## src/rtl/mem_arbiter.sv

```systemverilog
// Shares one single-port RAM between the core's fetch and data ports. A same-cycle conflict
// grants the priority port and replays the other one cycle later with its wait raised.
module mem_arbiter #(
  parameter bit DATA_PRIORITY = 1'b1
) (
  input  logic        clk,
  input  logic        reset_n,
  input  logic [31:0] imem_address,
  input  logic        imem_enable,
  output logic [31:0] imem_data,
  output logic        imem_wait,
  input  logic [31:0] dmem_address,
  input  logic        dmem_enable,
  input  logic [31:0] dmem_write_data,
  input  logic        dmem_write_enable,
  input  logic [2:0]  dmem_write_mode,
  input  logic        dmem_read_enable,
  input  logic [2:0]  dmem_read_mode,
  output logic [31:0] dmem_read_data,
  output logic        dmem_wait,
  output logic [31:0] ram_address,
  output logic        ram_enable,
  output logic [31:0] ram_write_data,
  output logic        ram_write_enable,
  output logic [2:0]  ram_write_mode,
  output logic [2:0]  ram_read_mode,
  input  logic [31:0] ram_read_data,
  output logic [31:0] conflict_count
);

  localparam logic [2:0] FetchMode = 3'b010;

  typedef enum logic [1:0] {StIdle, StReplayI, StReplayD} state_e;
  typedef enum logic [1:0] {OwnNone, OwnI, OwnD} owner_e;

  typedef struct packed {
    logic [31:0] addr;
    logic [31:0] wdata;
    logic        we;
    logic        re;
    logic [2:0]  wmode;
    logic [2:0]  rmode;
  } access_t;

  state_e      state_q, state_d;
  owner_e      owner_q, owner_d;
  access_t     pend_q, pend_d;
  logic [31:0] count_q, count_d;
  logic [31:0] imem_hold_q, dmem_hold_q;

  logic    i_req, d_req;
  access_t i_access, d_access, sel;

  assign i_req = imem_enable;
  assign d_req = dmem_enable & (dmem_read_enable | dmem_write_enable);

  always_comb begin
    i_access       = '0;
    i_access.addr  = imem_address;
    i_access.re    = 1'b1;
    i_access.rmode = FetchMode;

    d_access       = '0;
    d_access.addr  = dmem_address;
    d_access.wdata = dmem_write_data;
    d_access.we    = dmem_write_enable;
    d_access.re    = dmem_read_enable;
    d_access.wmode = dmem_write_mode;
    d_access.rmode = dmem_read_mode;
  end

  // sel is the access presented to the RAM this cycle; all-zero means no access.
  always_comb begin
    state_d = StIdle;
    owner_d = OwnNone;
    pend_d  = pend_q;
    count_d = count_q;
    sel     = '0;

    case (state_q)
      StReplayI: begin
        sel     = pend_q;
        owner_d = OwnI;
      end
      StReplayD: begin
        sel     = pend_q;
        owner_d = OwnD;
      end
      default: begin
        if (d_req && (DATA_PRIORITY || !i_req)) begin
          sel     = d_access;
          owner_d = OwnD;
        end else if (i_req) begin
          sel     = i_access;
          owner_d = OwnI;
        end
        if (i_req && d_req) begin
          count_d = count_q + 32'd1;
          pend_d  = DATA_PRIORITY ? i_access : d_access;
          state_d = DATA_PRIORITY ? StReplayI : StReplayD;
        end
      end
    endcase
  end

  // Strobes are suppressed in the reset cycle so a discarded replay never reaches the RAM.
  assign ram_address      = sel.addr;
  assign ram_write_data   = sel.wdata;
  assign ram_write_mode   = sel.wmode;
  assign ram_read_mode    = sel.rmode;
  assign ram_enable       = (sel.we | sel.re) & reset_n;
  assign ram_write_enable = sel.we & reset_n;

  always_ff @(posedge clk) begin
    if (!reset_n) begin
      state_q     <= StIdle;
      owner_q     <= OwnNone;
      pend_q      <= '0;
      count_q     <= '0;
      imem_hold_q <= '0;
      dmem_hold_q <= '0;
    end else begin
      state_q <= state_d;
      owner_q <= owner_d;
      pend_q  <= pend_d;
      count_q <= count_d;
      if (owner_q == OwnI) imem_hold_q <= ram_read_data;
      if (owner_q == OwnD) dmem_hold_q <= ram_read_data;
    end
  end

  assign imem_data      = (owner_q == OwnI) ? ram_read_data : imem_hold_q;
  assign dmem_read_data = (owner_q == OwnD) ? ram_read_data : dmem_hold_q;
  assign imem_wait      = (state_q == StReplayI);
  assign dmem_wait      = (state_q == StReplayD);
  assign conflict_count = count_q;

endmodule

```

## config.mk

```make
export PLATFORM = sky130hd
export DESIGN_NAME = mem_arbiter
export DESIGN_NICKNAME = d
export VERILOG_FILES = /design/src/rtl/mem_arbiter.sv
export SDC_FILE = /design/constraint.sdc
export NUM_CORES = 1
export LEC_CHECK = 0
export ABC_AREA = 1
export CORE_MARGIN = 2
export CORE_UTILIZATION = 38
export DETAILED_ROUTE_END_ITERATION = 10
export GPL_TIMING_DRIVEN = 1
export PLACE_DENSITY = 0.74
export SYNTH_ARGS = -nofsm -noshare
export SYNTH_HDL_FRONTEND = slang
export SYNTH_SLANG_ARGS = --single-unit
export TNS_END_PERCENT = 20
```

## constraint.sdc

```tcl
create_clock -name clk -period 1.35 [get_ports clk]
set_input_delay 0.27 -clock clk [delete_from_list [all_inputs] [get_ports clk]]
set_output_delay 0.27 -clock clk [all_outputs]
set_load 0.1 [all_outputs]
```

==> results of run 1 <==
-- power groups by stage --
stage,Combinational [uW],Clock (uW),Sequential [uW]
detailed placement,7650,0,4280
CTS,8070,5090,4210
finish,8840,5180,4250
global route,9040,5320,4260
global placement,7540,0,4270
floorplan,4450,0,4310
-- through the flow --
step,setup slack [ns],hold WS (ns)
2_1_floorplan,-0.581,0.419
3_3_place_gp,-0.690,0.465
3_5_place_dp,-0.784,0.472
4_1_cts,-0.642,0.353
5_1_grt,-0.767,0.384
6_report,-0.739,0.383
-- kinds of logic after synthesis --
logic type               count (synthesis)  share of synthesized area, %
other                                    1                        0.0558
adder cells (fa/ha/maj)                  1                         0.186
AND/OR/NAND/NOR                        504                          30.6
buffers and inverters                  261                          15.5
XOR/XNOR                                 1                         0.130
flip-flops                             132                          39.3
AO/OA/AOI/OAI                          188                          14.2
-- repair_timing --
action | 4_1_cts | 5_1_grt
cloned | 8 | 10
gates resized for setup | 264 | 219
endpoints found under the hold margin | 0 | 0
pin swaps | 17 | 16
setup buffers | 4 | 4
endpoints found under the setup margin | 254 | 249
-- cells in the mapped netlist (2+ instances only) --
cell / number
nand3_1: 33
nor2_2: 8
nor3_1: 3
o21ai_0: 82
o21ai_1: 23
inv_1: 201
dfxtp_1: 132
buf_4: 4
nand2_1: 175
nand4_1: 10
nand3_2: 2
a21oi_1: 77
clkbuf_1: 23
buf_6: 3
nor2_1: 264
inv_2: 5
buf_1: 7
nor2_4: 3
a31oi_1: 3
buf_2: 18
-- per-layer routing --
layer | vias to the layer above | part of all wire [%] | global-route usage (%)
met2 | 741 | 49 | 61.5
li1 | 4226 | - | -
met1 | 4615 | 32 | 34.4
met4 | 0 | 8.7 | 18.4
met3 | 262 | 10 | 8.26
met5 | - | 0 | 0
-- how the worst min path moves through the flow --
| stage | cells past startpoint | to | slack (ns) |
|---|---|---|---|
| global route | 4 | conflict_count[27] | 0.38 |
| detailed placement | 2 | pend_q[48] | 0.47 |
| global placement | 2 | pend_q[65] | 0.46 |
| CTS | 4 | conflict_count[14] | 0.35 |
| finish | 4 | conflict_count[14] | 0.38 |
| floorplan | 2 | pend_q[49] | 0.42 |
-- final cells by class --
class                      count  area [sq um]
multi-input combinational    696          4720
tap                          225           282
timing repair buffer         489          6720
antenna                        2          5.00
clock inverter                12           175
fill                         601          1410
sequential                   132          2710
timing repair inverter         1          8.76
clock buffer                  20           478
inverter                     206           788
-- worst max-delay path, stage by stage (launching register included) --
cell	delay (ns)
dfxtp_2	0.32
inv_2	0.05
buf_4	0.15
nand2_8	0.14
buf_8	0.17
nand2_2	0.14
o21ai_2	0.15
inv_2	0.09
buf_12	0.17
-- layout by cell type (no fill, tap or decap), types with 13 or more instances in the layout --
| master | count |
|---|---|
| dfxtp_2 | 24 |
| inv_1 | 136 |
| o21ai_2 | 39 |
| nand2_2 | 27 |
| buf_12 | 185 |
| inv_2 | 68 |
| clkbuf_16 | 25 |
| buf_6 | 31 |
| nand3_1 | 27 |
| clkdlybuf4s50_1 | 134 |
| nand2_4 | 13 |
| o21ai_4 | 26 |
| buf_4 | 117 |
| o21ai_1 | 33 |
| a21oi_2 | 19 |
| dfxtp_1 | 98 |
| nor2_2 | 32 |
| nand2_1 | 134 |
| a21oi_1 | 24 |
| nor2_1 | 182 |
| a21oi_4 | 35 |
| nor2_4 | 61 |
-- flip-flops by register name, summed over array words and instances, names as in the netlist --
register	cells
conflict_count	32
dmem_hold_q	32
imem_hold_q	32
owner_q	2
pend_q	33
state_q	1
==> summary.md, run 1 <==
| Metric | Value |
|---|---|
| EDFF count, synth | `0` |
| CTS Hold Buffers Added | `0` |
| Final hold vios | `0` |
| Initial antenna violation count | `2` |
| Post-route setup slack | `-0.739 ns` |
| Max VDD drop | `0.00123 V` |
| Vias in the first global route | `9434` |
| Drt initial violations | `791` |
| FF-to-FF End | `conflict_count[13]` |
| Fin. max-slew vios | `0` |
| Routed vias | `9844` |
| Post-synth cell types | `32` |
| CP Capture Type | `output port` |
| Area leader, netlist | `dfxtp_1` |
| Static leakage | `0.00692 uW` |
| #FFs+latches synth | `132` |
| Starting Density | `38.8%` |
| Comb power frac | `48.4%` |
| Unrepaired setup endpoints after global routing | `true` |
| Internal reg-to-reg setup slack | `-0.30 ns` |
| Top cells by area, synth | `dfxtp_1 39%, nor2_1 15%, inv_1 11%, nand2_1 9.8%, o21ai_0 6.1%` |
| Failing checks | `setup timing` |
| Clock slew at reported path FFs | `0.06 ns` |
| Peak Freq | `0.479 GHz` |
| Ys flop type | `dfxtp_1` |
| Top Ports | `310` |
| Max FO, Critical Path | `8` |
| Die width | `137 microns` |
| Worst Setup SP | `owner_q[0]` |
| Crit Path Class | `flop to output port` |
| Final Setup Violations | `227` |
| CTS tree | `built` |
| WL per Instance | `22.7 microns` |
| Post-Route Utilization | `91.9%` |
| Final instance area | `15900 sq um` |
| Antenna Nets Post-Route | `0` |
| Post-Syn Area | `6720 sq um` |
| Sw Ratio | `41.6%` |
| Synth Net Count | `1229` |
| Fin cells | `1783` |
| Port Buffers | `308` |
| Largest net degree at the start of global routing | `37` |
| Yosys warnings | `0` |
| Power share of the clock group | `28.3%` |
| Worst Hold Class | `input port to flop` |
| Dpl cells | `1724` |
| Gpl congestion | `0.867` |
| Drt pass-1 iters | `8` |
| Status | `finished with violations` |
| Clock Path Buffers | `2` |
| Setup_tns | `-87.54 ns` |
| CP Launch Type | `flop` |
| Die Y | `137 microns` |
| P&R area growth vs syn | `137%` |
| Worst r2r src | `conflict_count[0]` |
| Worst skew pair latency | `0.43 ns` |
| Total power | `18300 uW` |
| Num CTS Buffers | `17` |
| Placed wire-length estimate | `20100 microns` |
| Arrival time at the worst endpoint | `1.82 ns` |
| Post-layout min period | `2.09 ns` |
| Core Rows | `48` |
| Required @ worst endpoint | `1.08 ns` |
| Core Box Area | `17300 sq um` |
| Total GRT Usage | `33.4%` |
| Worst hold start | `reset_n` |
| Total grt overflow | `0` |
| Reg2Reg Depth | `11` |
| PwrDens | `1150 nW/um^2` |
| Sequential fraction of the synthesis area | `39.3%` |
| Crit path to | `dmem_read_data[16]` |
| Reg power frac | `23.3%` |
| Tcrit/Tclk final | `155%` |
| Top-area cell type share of the netlist area | `39.3%` |
| Post-route DRC | `0` |
| Die ar. | `18800 sq um` |
| Net switching power | `7600 uW` |
| Via density | `5.52` |
| Layout cells sized above 1 | `48.8%` |
| Clock Skew | `0.00928 ns` |
| Final wirelength | `40400 microns` |
| Avg Cell Area, Syn | `6.17 sq um` |
| Post-DP Area | `13500 sq um` |
| CTS Root Buffer Type | `clkbuf_16` |
| Clk sinks | `132` |
| H-tree levels | `4` |
| Post-Synthesis Cells | `1088` |
| First-pass GRT wire length | `48100 microns` |
| Max-cap violations | `0` |
| Final net count | `1684` |
| Fraction of registers with async set/reset | `0%` |
| Internal | `10700 uW` |
Note: power is estimated with default switching activity, not from simulation.
==> inputs of run 2 (changes only) <==
--- a/config.mk
+++ b/config.mk
@@ -5,12 +5,13 @@
 export SDC_FILE = /design/constraint.sdc
 export NUM_CORES = 1
 export LEC_CHECK = 0
-export ABC_AREA = 1
 export CORE_MARGIN = 2
 export CORE_UTILIZATION = 38
+export CTS_BUF_LIST = sky130_fd_sc_hd__clkbuf_4 sky130_fd_sc_hd__clkbuf_8
 export DETAILED_ROUTE_END_ITERATION = 10
 export GPL_TIMING_DRIVEN = 1
-export PLACE_DENSITY = 0.74
+export HOLD_SLACK_MARGIN = 0.06
+export PLACE_DENSITY = 0.75
 export SYNTH_ARGS = -nofsm -noshare
 export SYNTH_HDL_FRONTEND = slang
 export SYNTH_SLANG_ARGS = --single-unit
==> run 2 against run 1 <==
Net effect: the run still ends with setup timing left; sequential share of layout area rose by 0.75 points; first-iteration DRC count rose by 18%; total power fell by 18%; critical endpoint is now conflict_count[9]; synthesized cell count fell by 31%; largest cell class unchanged.
==> summary.md, run 2 <==
| Metric | Value |
|---|---|
| Status | `finished with violations` |
| Failing checks | `setup timing` |
| Num CTS Buffers | `17 (unchanged)` |
| WL per Instance | `30.5 microns (+35%)` |
| Largest net degree at the start of global routing | `68 (+84%)` |
| CTS Root Buffer Type | `clkbuf_8` |
| Max FO, Critical Path | `9 (+1)` |
| Final Setup Violations | `264 (+16%)` |
| Top-area cell type share of the netlist area | `42.0% (+2.6 points)` |
| Hold Path End | `conflict_count[28]` |
| Fin. max-slew vios | `0 (unchanged)` |
| Required @ worst endpoint | `1.70 ns (+0.62 ns)` |
| FF-to-FF End | `conflict_count[9]` |
| Drt pass-1 iters | `6 (-2)` |
| PwrDens | `969 nW/um^2 (-16%)` |
| Post-layout min period | `2.20 ns (+0.111 ns)` |
| Critical path's largest stage delay | `0.65 ns (+0.33 ns)` |
| Clock Path Buffers | `2 (unchanged)` |
| EDFF count, synth | `0 (unchanged)` |
| Placed wire-length estimate | `17800 microns (-11%)` |
| Worst-margin pin slew | `0.599 ns` |
| First-pass GRT wire length | `55000 microns (+14%)` |
| Post-synth cell types | `35 (+9.4%)` |
| Worst hold start | `reset_n` |
| Die width | `133 microns (-3.1%)` |
| Antenna Nets Post-Route | `0 (unchanged)` |
| Count leader, synth | `dfxtp_1` |
| Peak Freq | `0.455 GHz (-5.0%)` |
| WP buf/inv | `0 (-5)` |
| Final net count | `1319 (-22%)` |
| Max_slew headroom | `60.1%` |
| Clock Skew | `0.0279 ns (+0.0186 ns)` |
| Vias in the first global route | `8983 (-4.8%)` |
| Static leakage | `0.00621 uW (-10%)` |
| Gpl congestion | `0.829 (-4.5%)` |
| Ys flop type | `dfxtp_1` |
| CTS Hold Buffers Added | `0 (unchanged)` |
| Max VDD drop | `0.00103 V (-16%)` |
| Post-Syn Area | `6300 sq um (-6.2%)` |
| Port Buffers | `308 (unchanged)` |
| Post-route DRC | `0 (unchanged)` |
| Hold_ws | `0.131 ns (-0.252 ns)` |
| Post-route setup slack | `-0.850 ns (-0.111 ns)` |
| Starting Density | `38.4% (-0.44 points)` |
| Fraction of registers with async set/reset | `0% (unchanged)` |
| Crit Path Class | `flop to flop` |
| CP Launch Type | `flop` |
| Area leader, netlist | `dfxtp_1` |
| Sequential fraction of the synthesis area | `42.0% (+2.6 points)` |
| Flip-flop count of the largest register after layout | `33 (unchanged)` |
| Worst skew pair latency | `0.47 ns (+0.04 ns)` |
| Worst r2r src | `conflict_count[1]` |
| Commonest non-fill, non-tap cell in the layout | `buf_12` |
| Initial antenna violation count | `4 (+2)` |
| Yosys warnings | `0 (unchanged)` |
| Synth top cells by count | `132 x dfxtp_1, 112 x nand2_1, 89 x a21oi_1` |
| Max-cap violations | `0 (unchanged)` |
| Crit-path cells | `nand4_1 -> or4b_4 -> or4_1 -> a21oi_1` |
| Tcrit/Tclk final | `163% (+8.2 points)` |
| Final hold vios | `0 (unchanged)` |
| Fin cells | `1414 (-21%)` |
| Core Rows | `47 (-2.1%)` |
| Core Box Area | `16400 sq um (-5.1%)` |
| #FFs+latches synth | `132 (unchanged)` |
| Final wirelength | `43200 microns (+6.9%)` |
| Top cells by area, synth | `dfxtp_1 42%, mux2_2 11%, a21oi_1 7.1%, and3_1 7.1%, nand2_1 6.7%` |
| Crit path max-delay cell type | `or4b_4` |
| Top Ports | `310 (unchanged)` |
| Clk sinks | `132 (unchanged)` |
| Post-Synthesis Cells | `753 (-31%)` |
| Arrival time at the worst endpoint | `2.55 ns (+0.73 ns)` |
| Commonest non-fill, non-tap cells in the layout | `189 x buf_12, 134 x clkdlybuf4s50_1, 97 x dfxtp_1` |
| Internal reg-to-reg setup slack | `-0.85 ns (-0.55 ns)` |
| Reg2Reg Depth | `4 (-7)` |
| Synth Net Count | `894 (-27%)` |
| H-tree levels | `4 (unchanged)` |
| Clock slew at reported path FFs | `0.10 ns (+0.04 ns)` |
| Drt initial violations | `935 (+18%)` |
| P&R area growth vs syn | `144%` |
| Worst Hold Class | `input port to flop` |
| Hold path depth | `2 (-2)` |
| Cell family with most CP delay | `simple AND/OR/NAND/NOR gates` |
| Routed vias | `9020 (-8.4%)` |
| Layout cells sized above 1 | `58.2% (+9.3 points)` |
| CP Capture Type | `flop` |
| CTS tree | `built` |
| Die Y | `133 microns (-3.1%)` |
| Total power | `14900 uW (-18%)` |
| Total GRT Usage | `40.9% (+7.5 points)` |
| Dpl cells | `1323 (-23%)` |
| Avg Cell Area, Syn | `8.36 sq um (+35%)` |
| Final instance area | `15400 sq um (-3.3%)` |
| Die ar. | `17600 sq um (-6.0%)` |
| Post-DP Area | `12500 sq um (-7.3%)` |
| Via density | `6.38 (+16%)` |
| Total grt overflow | `0 (unchanged)` |
| Largest reg by FF count | `pend_q` |
| Unrepaired setup endpoints after global routing | `true` |
## run 2: changes by cell type after synthesis, sizes merged, moves of 31 or more
cell	change
mux2	+64
and3	+71
nor2	-266
o21ai	-66
and2	+65
clkbuf	+31
nand2	-65
inv	-199
## run 2: worst max path at each step
stage                                 start            endpoint  slack (ns)  depth (start not counted)
after global placement     dmem_read_enable  conflict_count[22]       -0.92                          6
final                     conflict_count[1]   conflict_count[9]       -0.85                          4
after floorplan           conflict_count[0]  conflict_count[18]       -0.70                          6
after CTS                        owner_q[0]       imem_data[24]       -0.69                          5
after detailed placement        dmem_enable  conflict_count[22]        -1.0                          6
after global routing      conflict_count[1]   conflict_count[9]       -0.80                          4
## run 2: kinds of logic (layout without fill, tap and decap cells)
kind of cell,after synthesis,in the layout,share of synthesized area [%]
muxes,66,66,11.8
AOI/OAI and AO/OA,149,149,12.7
adders and majority gates,1,1,0.199
and+or+nand+nor,325,325,28.0
buffers and inverters,74,512,4.63
xor gates and xnor gates,5,5,0.695
DFF,132,132,42.0
other,1,4,0.0595
## run 2: per-stage QoR
step | setup slack [ns] | setup TNS (ns) | utilization [%]
2_1_floorplan | -0.701 | -119.78 | -
3_3_place_gp | -0.916 | -120.29 | 76.4
3_5_place_dp | -0.996 | -127.07 | 76.4
4_1_cts | -0.694 | -96.59 | 91.0
5_1_grt | -0.805 | -116.00 | 93.7
6_report | -0.850 | -110.20 | 93.7
## run 2: final cells by class
type	instances	area, sq um
Multi-Input combinational cell	547	4890
Inverter	7	42.5
Antenna cell	3	7.51
Clock inverter	12	246
Timing Repair inverter	1	16.3
Clock buffer	20	269
Fill cell	444	1040
Tap cell	220	275
Timing Repair Buffer	472	6890
Sequential cell	132	2740
## run 2: power by group
group	switching, uW	total [uW]	internal (uW)
logic	3730	6250	2530
clock network	1860	4560	2700
registers	97.1	4090	3990
## run 2: per-layer routing
metal  up-vias  routed length [microns]  GRT usage, %
met1      4270                    14000          44.4
met5         -                       13             0
met2       861                    20100          71.2
li1       3505                        -             -
met3       382                     4700          11.6
met4         2                     4300          23.5
## run 2: what timing repair did
| action | 4_1_cts | 5_1_grt |
|---|---|---|
| gates cloned | 23 | 4 |
| resized for setup | 283 | 100 |
| endpoints found under the setup margin | 297 | 267 |
| pin swaps | 30 | 35 |
| setup buffers | 23 | 13 |
